--- config.mk ---
export PLATFORM = sky130hd
export DESIGN_NAME = posit_req_arbiter
export DESIGN_NICKNAME = d
export VERILOG_FILES = /design/src/rtl/posit_req_arbiter.sv
export SDC_FILE = /design/constraint.sdc
export NUM_CORES = 1
export LEC_CHECK = 0
export ABC_AREA = 1
export CAP_MARGIN = 20
export CORE_AREA = 2 2 159 161
export CTS_CLUSTER_DIAMETER = 50
export DETAILED_ROUTE_END_ITERATION = 10
export DIE_AREA = 0 0 161 163
export GPL_ROUTABILITY_DRIVEN = 0
export GPL_TIMING_DRIVEN = 0
export HOLD_SLACK_MARGIN = 0.02
export PLACE_DENSITY_LB_ADDON = 0.1
export SLEW_MARGIN = 20
export SYNTH_ARGS = -nofsm -noshare
export SYNTH_HDL_FRONTEND = slang
export SYNTH_SLANG_ARGS = --single-unit
--- constraint.sdc ---
create_clock -name clk_i -period 2.5 [get_ports clk_i]
set_input_delay 0.375 -clock clk_i [delete_from_list [all_inputs] [get_ports clk_i]]
set_output_delay 0.375 -clock clk_i [all_outputs]
set_load 0.02 [all_outputs]
--- src/rtl/posit_req_arbiter.sv ---
// posit_req_arbiter
//   Shares one posit_top unit between NUM_REQ requesters. Issue is arbitrated
//   round-robin. An in-order FIFO of requester IDs steers each returning
//   result/status back to the requester that issued it. The block has no
//   arithmetic and no pipeline stage: issue and return paths are combinational.
//
// Ports
//   clk_i, rst_i            clock, synchronous active-high reset
//   req_valid_i/ready_o     per-requester issue handshake
//   req_operands_i/op_i/
//   req_op_mod_i/rnd_i      per-requester payload
//   rsp_valid_o/ready_i     per-requester result handshake
//   rsp_result_o/status_o   shared result/status bus (pass-through from unit)
//   pu_in_*/pu_operands_o/
//   pu_op_o/op_mod_o/rnd_o  unit input side, payload of granted requester
//   pu_out_*/pu_result_i/
//   pu_status_i             unit output side
//   pu_flush_o              flush forwarded to unit
//   flush_i                 abort all in-flight work
//   busy_o                  request pending or operation outstanding
//   err_o                   sticky: unit returned a result with no ID queued
module posit_req_arbiter #(
    parameter int NUM_REQ = 2,
    parameter int WIDTH   = 32,
    parameter int DEPTH   = 4,
    parameter int OP_W    = 4,
    parameter int RND_W   = 3,
    parameter int ST_W    = 5
) (
    input  logic                                 clk_i,
    input  logic                                 rst_i,
    input  logic [NUM_REQ-1:0]                   req_valid_i,
    output logic [NUM_REQ-1:0]                   req_ready_o,
    input  logic [NUM_REQ-1:0][2:0][WIDTH-1:0]   req_operands_i,
    input  logic [NUM_REQ-1:0][OP_W-1:0]         req_op_i,
    input  logic [NUM_REQ-1:0]                   req_op_mod_i,
    input  logic [NUM_REQ-1:0][RND_W-1:0]        req_rnd_i,
    output logic [NUM_REQ-1:0]                   rsp_valid_o,
    input  logic [NUM_REQ-1:0]                   rsp_ready_i,
    output logic [WIDTH-1:0]                     rsp_result_o,
    output logic [ST_W-1:0]                      rsp_status_o,
    output logic                                 pu_in_valid_o,
    input  logic                                 pu_in_ready_i,
    output logic [2:0][WIDTH-1:0]                pu_operands_o,
    output logic [OP_W-1:0]                      pu_op_o,
    output logic                                 pu_op_mod_o,
    output logic [RND_W-1:0]                     pu_rnd_o,
    input  logic                                 pu_out_valid_i,
    output logic                                 pu_out_ready_o,
    input  logic [WIDTH-1:0]                     pu_result_i,
    input  logic [ST_W-1:0]                      pu_status_i,
    output logic                                 pu_flush_o,
    input  logic                                 flush_i,
    output logic                                 busy_o,
    output logic                                 err_o
);

    localparam int IDW = (NUM_REQ > 1) ? $clog2(NUM_REQ) : 1;
    localparam int PW  = (DEPTH > 1) ? $clog2(DEPTH) : 1;
    localparam int CW  = $clog2(DEPTH + 1);
    localparam logic [CW-1:0] FULL_CNT = CW'(DEPTH);

    typedef logic [IDW-1:0] id_t;
    typedef logic [PW-1:0]  ptr_t;

    id_t             r_rr_ptr;
    logic            r_lock;
    id_t             r_lock_id;
    id_t             r_fifo [DEPTH];
    ptr_t            r_wr_ptr;
    ptr_t            r_rd_ptr;
    logic [CW-1:0]   r_count;
    logic            r_err;

    logic            w_gnt_vld;
    id_t             w_gnt;
    id_t             w_gnt_nxt;
    int              w_idx;
    logic            w_full;
    logic            w_empty;
    logic            w_push;
    logic            w_pop;
    id_t             w_head;

    function automatic ptr_t ptr_inc(input ptr_t p);
        return (p == PW'(DEPTH - 1)) ? '0 : p + PW'(1);
    endfunction

    // Walk from the lowest priority slot to the highest so the last hit
    // (closest to r_rr_ptr) wins. A held lock pins the grant so valid and
    // payload stay stable while the unit stalls.
    always_comb begin
        w_gnt_vld = 1'b0;
        w_gnt     = '0;
        w_idx     = 0;
        if (r_lock) begin
            w_gnt_vld = 1'b1;
            w_gnt     = r_lock_id;
        end else begin
            for (int k = NUM_REQ - 1; k >= 0; k--) begin
                w_idx = int'(r_rr_ptr) + k;
                if (w_idx >= NUM_REQ) w_idx = w_idx - NUM_REQ;
                if (req_valid_i[id_t'(w_idx)]) begin
                    w_gnt_vld = 1'b1;
                    w_gnt     = id_t'(w_idx);
                end
            end
        end
    end

    assign w_gnt_nxt = (w_gnt == id_t'(NUM_REQ - 1)) ? '0 : w_gnt + id_t'(1);
    assign w_full    = (r_count == FULL_CNT);
    assign w_empty   = (r_count == '0);
    assign w_head    = r_fifo[r_rd_ptr];

    // Full check uses the registered count only: a same-cycle pop does not
    // free a slot for issue.
    assign pu_in_valid_o = w_gnt_vld && !w_full && !flush_i;
    assign w_push        = pu_in_valid_o && pu_in_ready_i;
    assign pu_operands_o = req_operands_i[w_gnt];
    assign pu_op_o       = req_op_i[w_gnt];
    assign pu_op_mod_o   = req_op_mod_i[w_gnt];
    assign pu_rnd_o      = req_rnd_i[w_gnt];

    always_comb begin
        req_ready_o = '0;
        if (w_push) req_ready_o[w_gnt] = 1'b1;
    end

    always_comb begin
        rsp_valid_o = '0;
        if (!w_empty && pu_out_valid_i) rsp_valid_o[w_head] = 1'b1;
    end

    // With nothing queued the unit's result has no owner: accept and drop it.
    assign pu_out_ready_o = w_empty ? pu_out_valid_i : rsp_ready_i[w_head];
    assign w_pop          = !w_empty && pu_out_valid_i && rsp_ready_i[w_head];

    assign rsp_result_o = pu_result_i;
    assign rsp_status_o = pu_status_i;
    assign pu_flush_o   = flush_i;
    assign busy_o       = (|req_valid_i) || !w_empty;
    assign err_o        = r_err;

    always_ff @(posedge clk_i) begin
        if (rst_i) begin
            r_rr_ptr  <= '0;
            r_lock    <= 1'b0;
            r_lock_id <= '0;
            r_wr_ptr  <= '0;
            r_rd_ptr  <= '0;
            r_count   <= '0;
            r_err     <= 1'b0;
        end else begin
            if (w_empty && pu_out_valid_i) r_err <= 1'b1;
            if (flush_i) begin
                r_wr_ptr <= '0;
                r_rd_ptr <= '0;
                r_count  <= '0;
                r_lock   <= 1'b0;
            end else begin
                if (w_push) begin
                    r_wr_ptr <= ptr_inc(r_wr_ptr);
                    r_rr_ptr <= w_gnt_nxt;
                    r_lock   <= 1'b0;
                end else if (pu_in_valid_o) begin
                    r_lock    <= 1'b1;
                    r_lock_id <= w_gnt;
                end
                if (w_pop) r_rd_ptr <= ptr_inc(r_rd_ptr);
                case ({w_push, w_pop})
                    2'b10:   r_count <= r_count + CW'(1);
                    2'b01:   r_count <= r_count - CW'(1);
                    default: r_count <= r_count;
                endcase
            end
        end
    end

    // ID storage needs no reset; occupancy is tracked by r_count.
    always_ff @(posedge clk_i) begin
        if (w_push && !flush_i && !rst_i) r_fifo[r_wr_ptr] <= w_gnt;
    end

endmodule
==> impl_metrics.tcl <==
set metrics [dict create \
    die_w_um 161 \
    period_share_pct 99.4 \
    fillers 2802 \
    tightest_slew_ns 0.530 \
    vdd_ir_drop_max_mv 0.188 \
    cts_root_buf "clkbuf_16" \
    clockPowerShare_pct 16.1 \
    dr.first_iter.drc_count 145 \
    cp-end-kind "output pin" \
    place_inst 1186 \
    netlist_instances 490 \
    crit_type "in -> out" \
    synthesis.nets 751 \
    start_util_pct 9.96 \
    synth.largest_area_cell "nand2_1" \
    rsz0062_at_grt "true" \
    first_global_vias 4091 \
    async_flop_share_pct 0 \
    path_max_fanout 10 \
    vias 4035 \
    pwr-share-comb_pct 69.2 \
    ant_nets 0 \
    fin_ws_ns 0.0150 \
    swShare_pct 39.1 \
    cts_buffer_depth 2 \
    cp-start-kind "input pin" \
    cap_violations 0 \
    route.detailed.drc 0 \
    whs_ns 0.450 \
    grtUsageTotal_pct 11.8 \
    clock-sinks 17 \
    clk_pin_slew_ns 0.05 \
    die_area_sq_mm 0.0262 \
    skew_ns 0.00439 \
    cts_buffers 3 \
    hp-class "reg -> reg" \
    finalCriticalPeriod_ns 2.48 \
    syn_area_sq_mm 0.00246 \
    overflow 0 \
    yosys-top-cells-count "nand2_1 (329), buf_4 (42), inv_1 (27)" \
    multiInputGateArea_sq_mm 0.00157 \
    yosysSeqAreaShare_pct 15.5 \
    fp.dieH_um 163 \
    slew_headroom_pct 64.6 \
    power.internal_mw 1.22 \
    power.density_mw_per_mm2 302 \
    core_area_sq_mm 0.0247 \
    antenna_found_initial 1 \
    ys.flop_type "dfxtp_1" \
    hold_violations 0 \
    finalWirelength_um 16600 \
    dr.pass1.iters 4 \
    cp_data_required_time_ns 2.12 \
    synth_top_area_share_pct 50.3 \
    regToRegSetupSlack_ns 0.33 \
    power.switching_mw 0.781 \
    syn_area_per_cell_sq_um 5.02 \
    synth_edf_count 4 \
    rows 58 \
    dp_hpwl_um 14600 \
    status "completed" \
    ys_warn_count 0 \
    grt_pass1_wl_um 24000 \
    fin_tns_setup_ns 0 \
    cts_tree "done" \
    grt_max_degree 14 \
    viasPerCell 3.38 \
    p_seq_share_pct 14.8 \
    io_buffers 366 \
    synth_area_leaders "nand2_1 (50%), buf_4 (13%), dfxtp_1 (11%), edfxtp_1 (4.9%), inv_1 (4.1%)" \
    post-place-ws_ns -0.588 \
    slew_violations 0 \
    endpoint "pu_operands_o[26]" \
    detail_route.wl_per_cell_um 13.9 \
    clk_latency_ns 0.25 \
    finalNetCount 1125 \
    cp-startpoint "req_valid_i[0]" \
    ys_ff_latch 17 \
    regArea_sq_um 380 \
    setup_viol 0 \
    ios 404 \
    stdcell_count 1194 \
    max_freq_mhz 402 \
    r2r-end "r_count[2]" \
    r2r_cells 14 \
    final_layout_size_suffix_gt1_share_pct 17.6 \
    worstPathArrival_ns 2.11 \
    areaGrowthSynthToFinish_pct 169 \
    netlist-cell-type-count 20 \
    leakagePower_nw 3.19 \
    yosysMostFrequentCell "nand2_1" \
    htreeDepth 1 \
]
power by group through the flow:
stage	clock, mW	sequential (mW)	combinational [mW]
6_report	0.321	0.295	1.38
4_1_cts	0.334	0.295	1.43
5_1_grt	0.340	0.295	1.50
3_3_place_gp	0	0.301	1.49
3_5_place_dp	0	0.301	1.47
2_1_floorplan	0	0.302	0.599
kinds of logic after synthesis:
logic type	share of synthesized area [%]
adder cells (fa/ha/maj)	3.87
flip-flops	15.5
buffers and inverters	20.9
AND/OR/NAND/NOR	55.1
AO/OA/AOI/OAI	4.63
cell type report:
cell class	instances	share of cell area, %
clock inverters	1	0.0757
plain buffers	60	7.36
diodes	1	0.0378
multi-input cells	384	23.7
inverters	29	1.68
well taps	330	6.24
clock buffers	3	1.13
flip-flops and latches	17	5.75
repair buffers	369	54.0
cell usage in the layout (no fill, tap or decap), drive strengths merged:
master	count
a211oi	1
a21oi	9
buf	80
clkbuf	17
clkdlybuf4s15	53
clkdlybuf4s18	2
clkdlybuf4s50	260
clkinv	1
dfxtp	13
diode	1
dlygate4sd2	19
dlymetal6s2s	1
edfxtp	4
fa	1
ha	6
inv	29
nand2	329
nand3	7
nand3b	1
nor2	19
nor3	1
o211ai	1
o21ai	9
how the worst min path moves through the flow:
stage | startpoint | to | slack (ns) | depth (start not counted)
floorplan | rst_i | err_o | 0.44 | 1
global placement | err_o | err_o | 0.44 | 2
detailed placement | err_o | err_o | 0.45 | 2
CTS | err_o | err_o | 0.46 | 2
global route | err_o | err_o | 0.49 | 2
finish | err_o | err_o | 0.45 | 2
worst max-delay path: stages:
cell             delay [ns]
clkdlybuf4s50_1        0.45
inv_1                  0.06
o211ai_2               0.19
o21ai_4                0.15
buf_4                  0.17
buf_6                  0.14
buf_4                  0.17
nand2_1                0.06
nand2_1                0.05
clkdlybuf4s18_2        0.28
routing by layer:
metal  vias to the layer above  track usage [%]  part of all wire, %  routed length [um]
met1                      1681             12.1                   35                5730
met2                       174             23.2                   55                9190
li1                       2176                -                    -                   -
met5                         -                0                    0                   0
met4                         0             1.30                 0.32                  53
met3                         4             4.38                  9.8                1630
through the flow:
step | util (%) | cell area (sq um) | total power, mW
global placement | 26.5 | 6530 | 1.79
finish | 26.8 | 6620 | 2.00
floorplan | - | 2460 | 0.900
CTS | 27.3 | 6740 | 2.06
detailed placement | 26.5 | 6530 | 1.77
global route | 26.8 | 6620 | 2.13
what timing repair did:
item	4_1_cts	5_1_grt
cloned	0	0
gates resized for setup	281	50
hold buffers	0	0
setup buffers	3	0
endpoints found under the setup margin	106	92
(Power assumes the default switching activity.)
